<file path="src/rtl/alu_sequencer.sv">
// alu_sequencer: valid/ready command sequencer driving a combinational ALU; define ALU_SEQ_OVF_EN to capture signed overflow
module alu_sequencer (
  input  logic        clk,
  input  logic        rst_n,
  input  logic        req_valid,
  output logic        req_ready,
  input  logic [3:0]  req_cmd,
  input  logic [31:0] req_rs,
  input  logic [31:0] req_rt,
  input  logic [15:0] req_imm,
  input  logic        req_use_imm,
  output logic [31:0] alu_a,
  output logic [31:0] alu_b,
  output logic [3:0]  alu_op,
  input  logic [31:0] alu_result,
  input  logic        alu_flag,
  output logic        rsp_valid,
  input  logic        rsp_ready,
  output logic [31:0] rsp_result,
  output logic        rsp_zero,
  output logic        rsp_taken,
  output logic        rsp_illegal,
  output logic        rsp_overflow
);
  typedef enum logic [1:0] {IDLE, EXEC, RESP} state_t;
  state_t      state;
  logic [3:0]  cmd;
  logic [3:0]  dec_op;
  logic [31:0] req_b;
  logic        req_ill;
  logic        cmd_ill;
  assign req_ill = req_cmd > 4'd8;
  assign cmd_ill = cmd > 4'd8;
  assign req_b   = req_use_imm ? {{16{req_imm[15]}}, req_imm} : req_rt;
  // command to ALUop: bit3 = compare, bit2 = logic; branches reuse SUB so the zero flag means equality
  assign dec_op = req_cmd == 4'd2 ? 4'b0100 :
                  req_cmd == 4'd3 ? 4'b0101 :
                  req_cmd == 4'd4 ? 4'b0110 :
                  req_cmd == 4'd5 ? 4'b0111 :
                  req_cmd == 4'd6 ? 4'b1000 :
                  (req_cmd == 4'd1 || req_cmd == 4'd7 || req_cmd == 4'd8) ? 4'b0001 : 4'b0000;
  // issue/response FSM with registered ALU operands and response fields
  always_ff @(posedge clk or negedge rst_n) begin
    if (!rst_n) begin
      state       <= IDLE;
      req_ready   <= 1'b1;
      cmd         <= '0;
      alu_a       <= '0;
      alu_b       <= '0;
      alu_op      <= '0;
      rsp_valid   <= 1'b0;
      rsp_result  <= '0;
      rsp_zero    <= 1'b0;
      rsp_taken   <= 1'b0;
      rsp_illegal <= 1'b0;
    end else begin
      case (state)
        IDLE: if (req_valid) begin
          alu_a     <= req_ill ? '0 : req_rs;
          alu_b     <= req_ill ? '0 : req_b;
          alu_op    <= dec_op;
          cmd       <= req_cmd;
          req_ready <= 1'b0;
          state     <= EXEC;
        end
        EXEC: begin
          rsp_result  <= cmd_ill ? '0 : alu_result;
          rsp_zero    <= alu_flag;
          rsp_taken   <= cmd == 4'd7 ? alu_flag : cmd == 4'd8 ? !alu_flag : 1'b0;
          rsp_illegal <= cmd_ill;
          rsp_valid   <= 1'b1;
          state       <= RESP;
        end
        RESP: if (rsp_ready) begin
          rsp_valid <= 1'b0;
          req_ready <= 1'b1;
          state     <= IDLE;
        end
        default: state <= IDLE;
      endcase
    end
  end
`ifdef ALU_SEQ_OVF_EN
  // signed overflow of ADD/SUB, judged from the operand and result sign bits
  always_ff @(posedge clk or negedge rst_n) begin
    if (!rst_n) rsp_overflow <= 1'b0;
    else if (state == EXEC)
      rsp_overflow <= cmd == 4'd0 ? (alu_a[31] == alu_b[31] && alu_result[31] != alu_a[31]) :
                      cmd == 4'd1 ? (alu_a[31] != alu_b[31] && alu_result[31] != alu_a[31]) : 1'b0;
  end
`else
  assign rsp_overflow = 1'b0;
`endif
endmodule
</file>
<file path="config.mk">
export PLATFORM = sky130hd
export DESIGN_NAME = alu_sequencer
export DESIGN_NICKNAME = d
export VERILOG_FILES = /design/src/rtl/alu_sequencer.sv
export SDC_FILE = /design/constraint.sdc
export NUM_CORES = 1
export LEC_CHECK = 0
export ABC_AREA = 1
export ABC_CLOCK_PERIOD_IN_PS = 1100
export BUFFER_PORTS_ARGS = -buffer_cell sky130_fd_sc_hd__clkbuf_2
export CELL_PAD_IN_SITES_DETAIL_PLACEMENT = 1
export CELL_PAD_IN_SITES_GLOBAL_PLACEMENT = 1
export CORE_MARGIN = 2
export CORE_UTILIZATION = 30
export DETAILED_ROUTE_END_ITERATION = 8
export GPL_ROUTABILITY_DRIVEN = 0
export MAX_ROUTING_LAYER = met4
export PLACE_DENSITY_LB_ADDON = 0.12
export SLEW_MARGIN = 20
export SYNTH_ARGS = -nofsm -noshare
export SYNTH_HDL_FRONTEND = slang
export SYNTH_SLANG_ARGS = --single-unit
</file>
<file path="constraint.sdc">
create_clock -name clk -period 1.1 [get_ports clk]
set_input_delay 0.22 -clock clk [delete_from_list [all_inputs] [get_ports clk]]
set_output_delay 0.22 -clock clk [all_outputs]
set_load 0.005 [all_outputs]
</file>
==> flow_metrics.tcl <==
set metrics [dict create \
    status "finished with violations" \
    failed_checks "negative setup slack" \
    crit_family "simple AND/OR/NAND/NOR gates" \
    placed_cells_incl_taps 1166 \
    cts_tree "built" \
    syn_avg_cell_area_um2 7.28 \
    antenna_found_initial 0 \
    synth_most_common_cell "nand2_1" \
    slew_violations 0 \
    viasPerCell 4.36 \
    synth_cell_types 24 \
    finalNonFillerCells 1229 \
    seq_power_share 0.357 \
    initial_core_util 0.306 \
    clockBufferDepth 2 \
    nFillCells 2196 \
    fin_crit_ns 1.24 \
    synthTopCellsByCount "nand2_1, nor2_1, dfrtp_1" \
    power.share.clock 0.171 \
    die_h_um 136 \
    die_w_um 136 \
    multi_input_area_mm2 0.00213 \
    clk_pin_slew_worst_paths_ns 0.07 \
    crit_type "reg2reg" \
    m1WireLength_mm 7.64 \
    tns_ns -10.46 \
    timing.final.crit_share 1.13 \
    antenna_left 0 \
    grt_pass1_wl_mm 25.6 \
    dr.pass1.iters 4 \
    syn-num-nets 843 \
    power_frac_comb 0.472 \
    ys_seq_area_frac 0.529 \
    yosys.area.top_type "dfrtp_1" \
    ys_ff_latch 111 \
    grt_pass1_vias 5177 \
    pin_count 228 \
    grt_usage 0.180 \
    grt.overflow.total 0 \
    design.core.area_mm2 0.0172 \
    hpwl_mm 11.3 \
    dieArea_mm2 0.0186 \
    routed.top_layer "met4" \
    vdd_drop_max_uv 1010 \
    fmax_mhz 807 \
    hold_viol_final 0 \
    syn_area_mm2 0.00525 \
    met2_length_mm 8.44 \
    cts_max_level 3 \
    max_cap_viol_count 0 \
    io_buffers 226 \
    startpoint_type "register" \
    totalWireLength_mm 17.6 \
    drc 0 \
    rsz0062_at_grt "true" \
    fin_area_mm2 0.00793 \
    p_leak_nw 4.80 \
    met3_length_mm 1.10 \
    hold_path.class "in2reg" \
    netSwitchingPower_w 0.00712 \
    cp_num_buf_inv 1 \
    place_area_mm2 0.00680 \
    grt_max_degree 54 \
    clock_skew_ns 0.00779 \
    synth.top_cells.by_area "dfrtp_1, nand2_1, nor2_1" \
    diodes 0 \
    critPathSlowestCell "dfrtp_2" \
    post_drt_wl_per_cell_um 14.3 \
    cts_made_buffers 9 \
    ys.flop_type "dfrtp_1" \
    dr.first_iter.drc_count 115 \
    timing.final.setup_violations 109 \
    cpMostUsedCell "nand2_1" \
    nets 1121 \
    internal_power_w 0.0122 \
    syn2layout_area_growth_pct 51.0 \
    root_buffer "clkbuf_16" \
    asyncSetResetFlopFracSynth 1.00 \
    synth.top_cell.area_share 0.524 \
    path_cells "nor2_4 > nand2_8 > buf_4 > nor2_1 > nand2_1 > nand2_1" \
    cts_sinks 111 \
    finalWorstSetupSlack_ns -0.140 \
    synthesis.instances 721 \
    ys_warn_count 0 \
    switching_share 0.367 \
    pre_cts_ws_ns -0.173 \
    slowest_delay_ns 0.45 \
    crit_path_max_fanout 19 \
    cp.arrival_ns 1.53 \
    holdWs_ns 0.0920 \
    ff_latch_area_mm2 0.00278 \
    synth_edf_count 0 \
    crit_path_end_kind "register" \
    clk_latency_ns 0.35 \
    fp-row-count 48 \
    vias 5353 \
    cp_data_required_time_ns 1.39 \
    drive_gt1_frac 0.365 \
    p_per_area_mw_per_mm2 2440 \
]
flip-flops by register name, indices dropped and copies added (netlist names):
name         flops
cmd              4
req_ready        1
rsp_zero         1
rsp_illegal      1
rsp_valid        1
alu_op           4
rsp_taken        1
alu_b           32
state            2
alu_a           32
rsp_result      32
cell families after synthesis:
family | count (synthesis) | share of synthesized area
flops | 111 | 0.529
other cells | 1 | 0.000714
simple gates | 475 | 0.353
compound gates | 8 | 0.00858
buf+inv | 126 | 0.108
worst paths after layout:
check                                    start              to  slack (ns)  cells past startpoint
worst max register to register        state[1]       alu_b[11]       -0.14                      6
worst min-delay path             alu_result[5]   rsp_result[5]        0.09                      3
max in group asynchronous                rst_n       req_ready        0.35                      3
worst min register to register  rsp_result[27]  rsp_result[27]        0.47                      2
min in group asynchronous                rst_n   rsp_result[8]        0.23                      2
worst max-delay path                  state[1]       alu_b[11]       -0.14                      6
worst reg2reg max path: cells and delay by family (launching register included):
| kind | cells | cell delay, ns |
|---|---|---|
| buf+inv | 1 | 0.22 |
| flops | 1 | 0.45 |
| simple gates | 5 | 0.52 |
stage by stage:
| stage | util | total power [W] |
|---|---|---|
| floorplan | - | 0.0102 |
| global placement | 0.396 | 0.0134 |
| detailed placement | 0.396 | 0.0135 |
| CTS | 0.432 | 0.0181 |
| global route | 0.461 | 0.0208 |
| finish | 0.461 | 0.0194 |
final cells by class:
type	count	area share
clock buffer	13	0.0316
timing repair buffer	304	0.266
multi-input combinational	484	0.268
inverter	89	0.0428
sequential	111	0.351
clock inverter	3	0.00537
tap	225	0.0355
power by group through the flow:
stage	Combinational [W]	Clock, W	Sequential (W)
3_5_place_dp	0.00659	0	0.00693
4_1_cts	0.00776	0.00342	0.00689
5_1_grt	0.0101	0.00354	0.00710
2_1_floorplan	0.00318	0	0.00699
6_report	0.00915	0.00330	0.00691
3_3_place_gp	0.00650	0	0.00688
layout by cell type, fill, tap and decap left out, drive strengths merged:
| cell | count |
|---|---|
| inv | 88 |
| conb | 1 |
| or2 | 2 |
| clkinv | 2 |
| buf | 76 |
| nand2 | 299 |
| nand3 | 37 |
| nand3b | 1 |
| dfstp | 1 |
| dlygate4sd3 | 1 |
| clkbuf | 240 |
| o21ai | 6 |
| bufinv | 1 |
| clkinvlp | 1 |
| o21a | 2 |
| dfrtp | 110 |
| nand4 | 1 |
| nor2 | 134 |
| nor3 | 1 |
timing repair:
item | CTS | global route
buffers inserted | 9 | 28
resized for setup | 35 | 41
hold buffers | 1 | 0
cloned | 4 | 7
pin swaps | 9 | 42
endpoints found under the hold margin | 110 | 0
endpoints found under the setup margin | 122 | 176
layer usage:
layer | vias to the layer above | global-route usage
li1 | 2663 | -
met1 | 2476 | 0.227
met2 | 183 | 0.290
met3 | 31 | 0.0358
met4 | 0 | 0.0625
met5 | - | -
(Power assumes the default switching activity.)
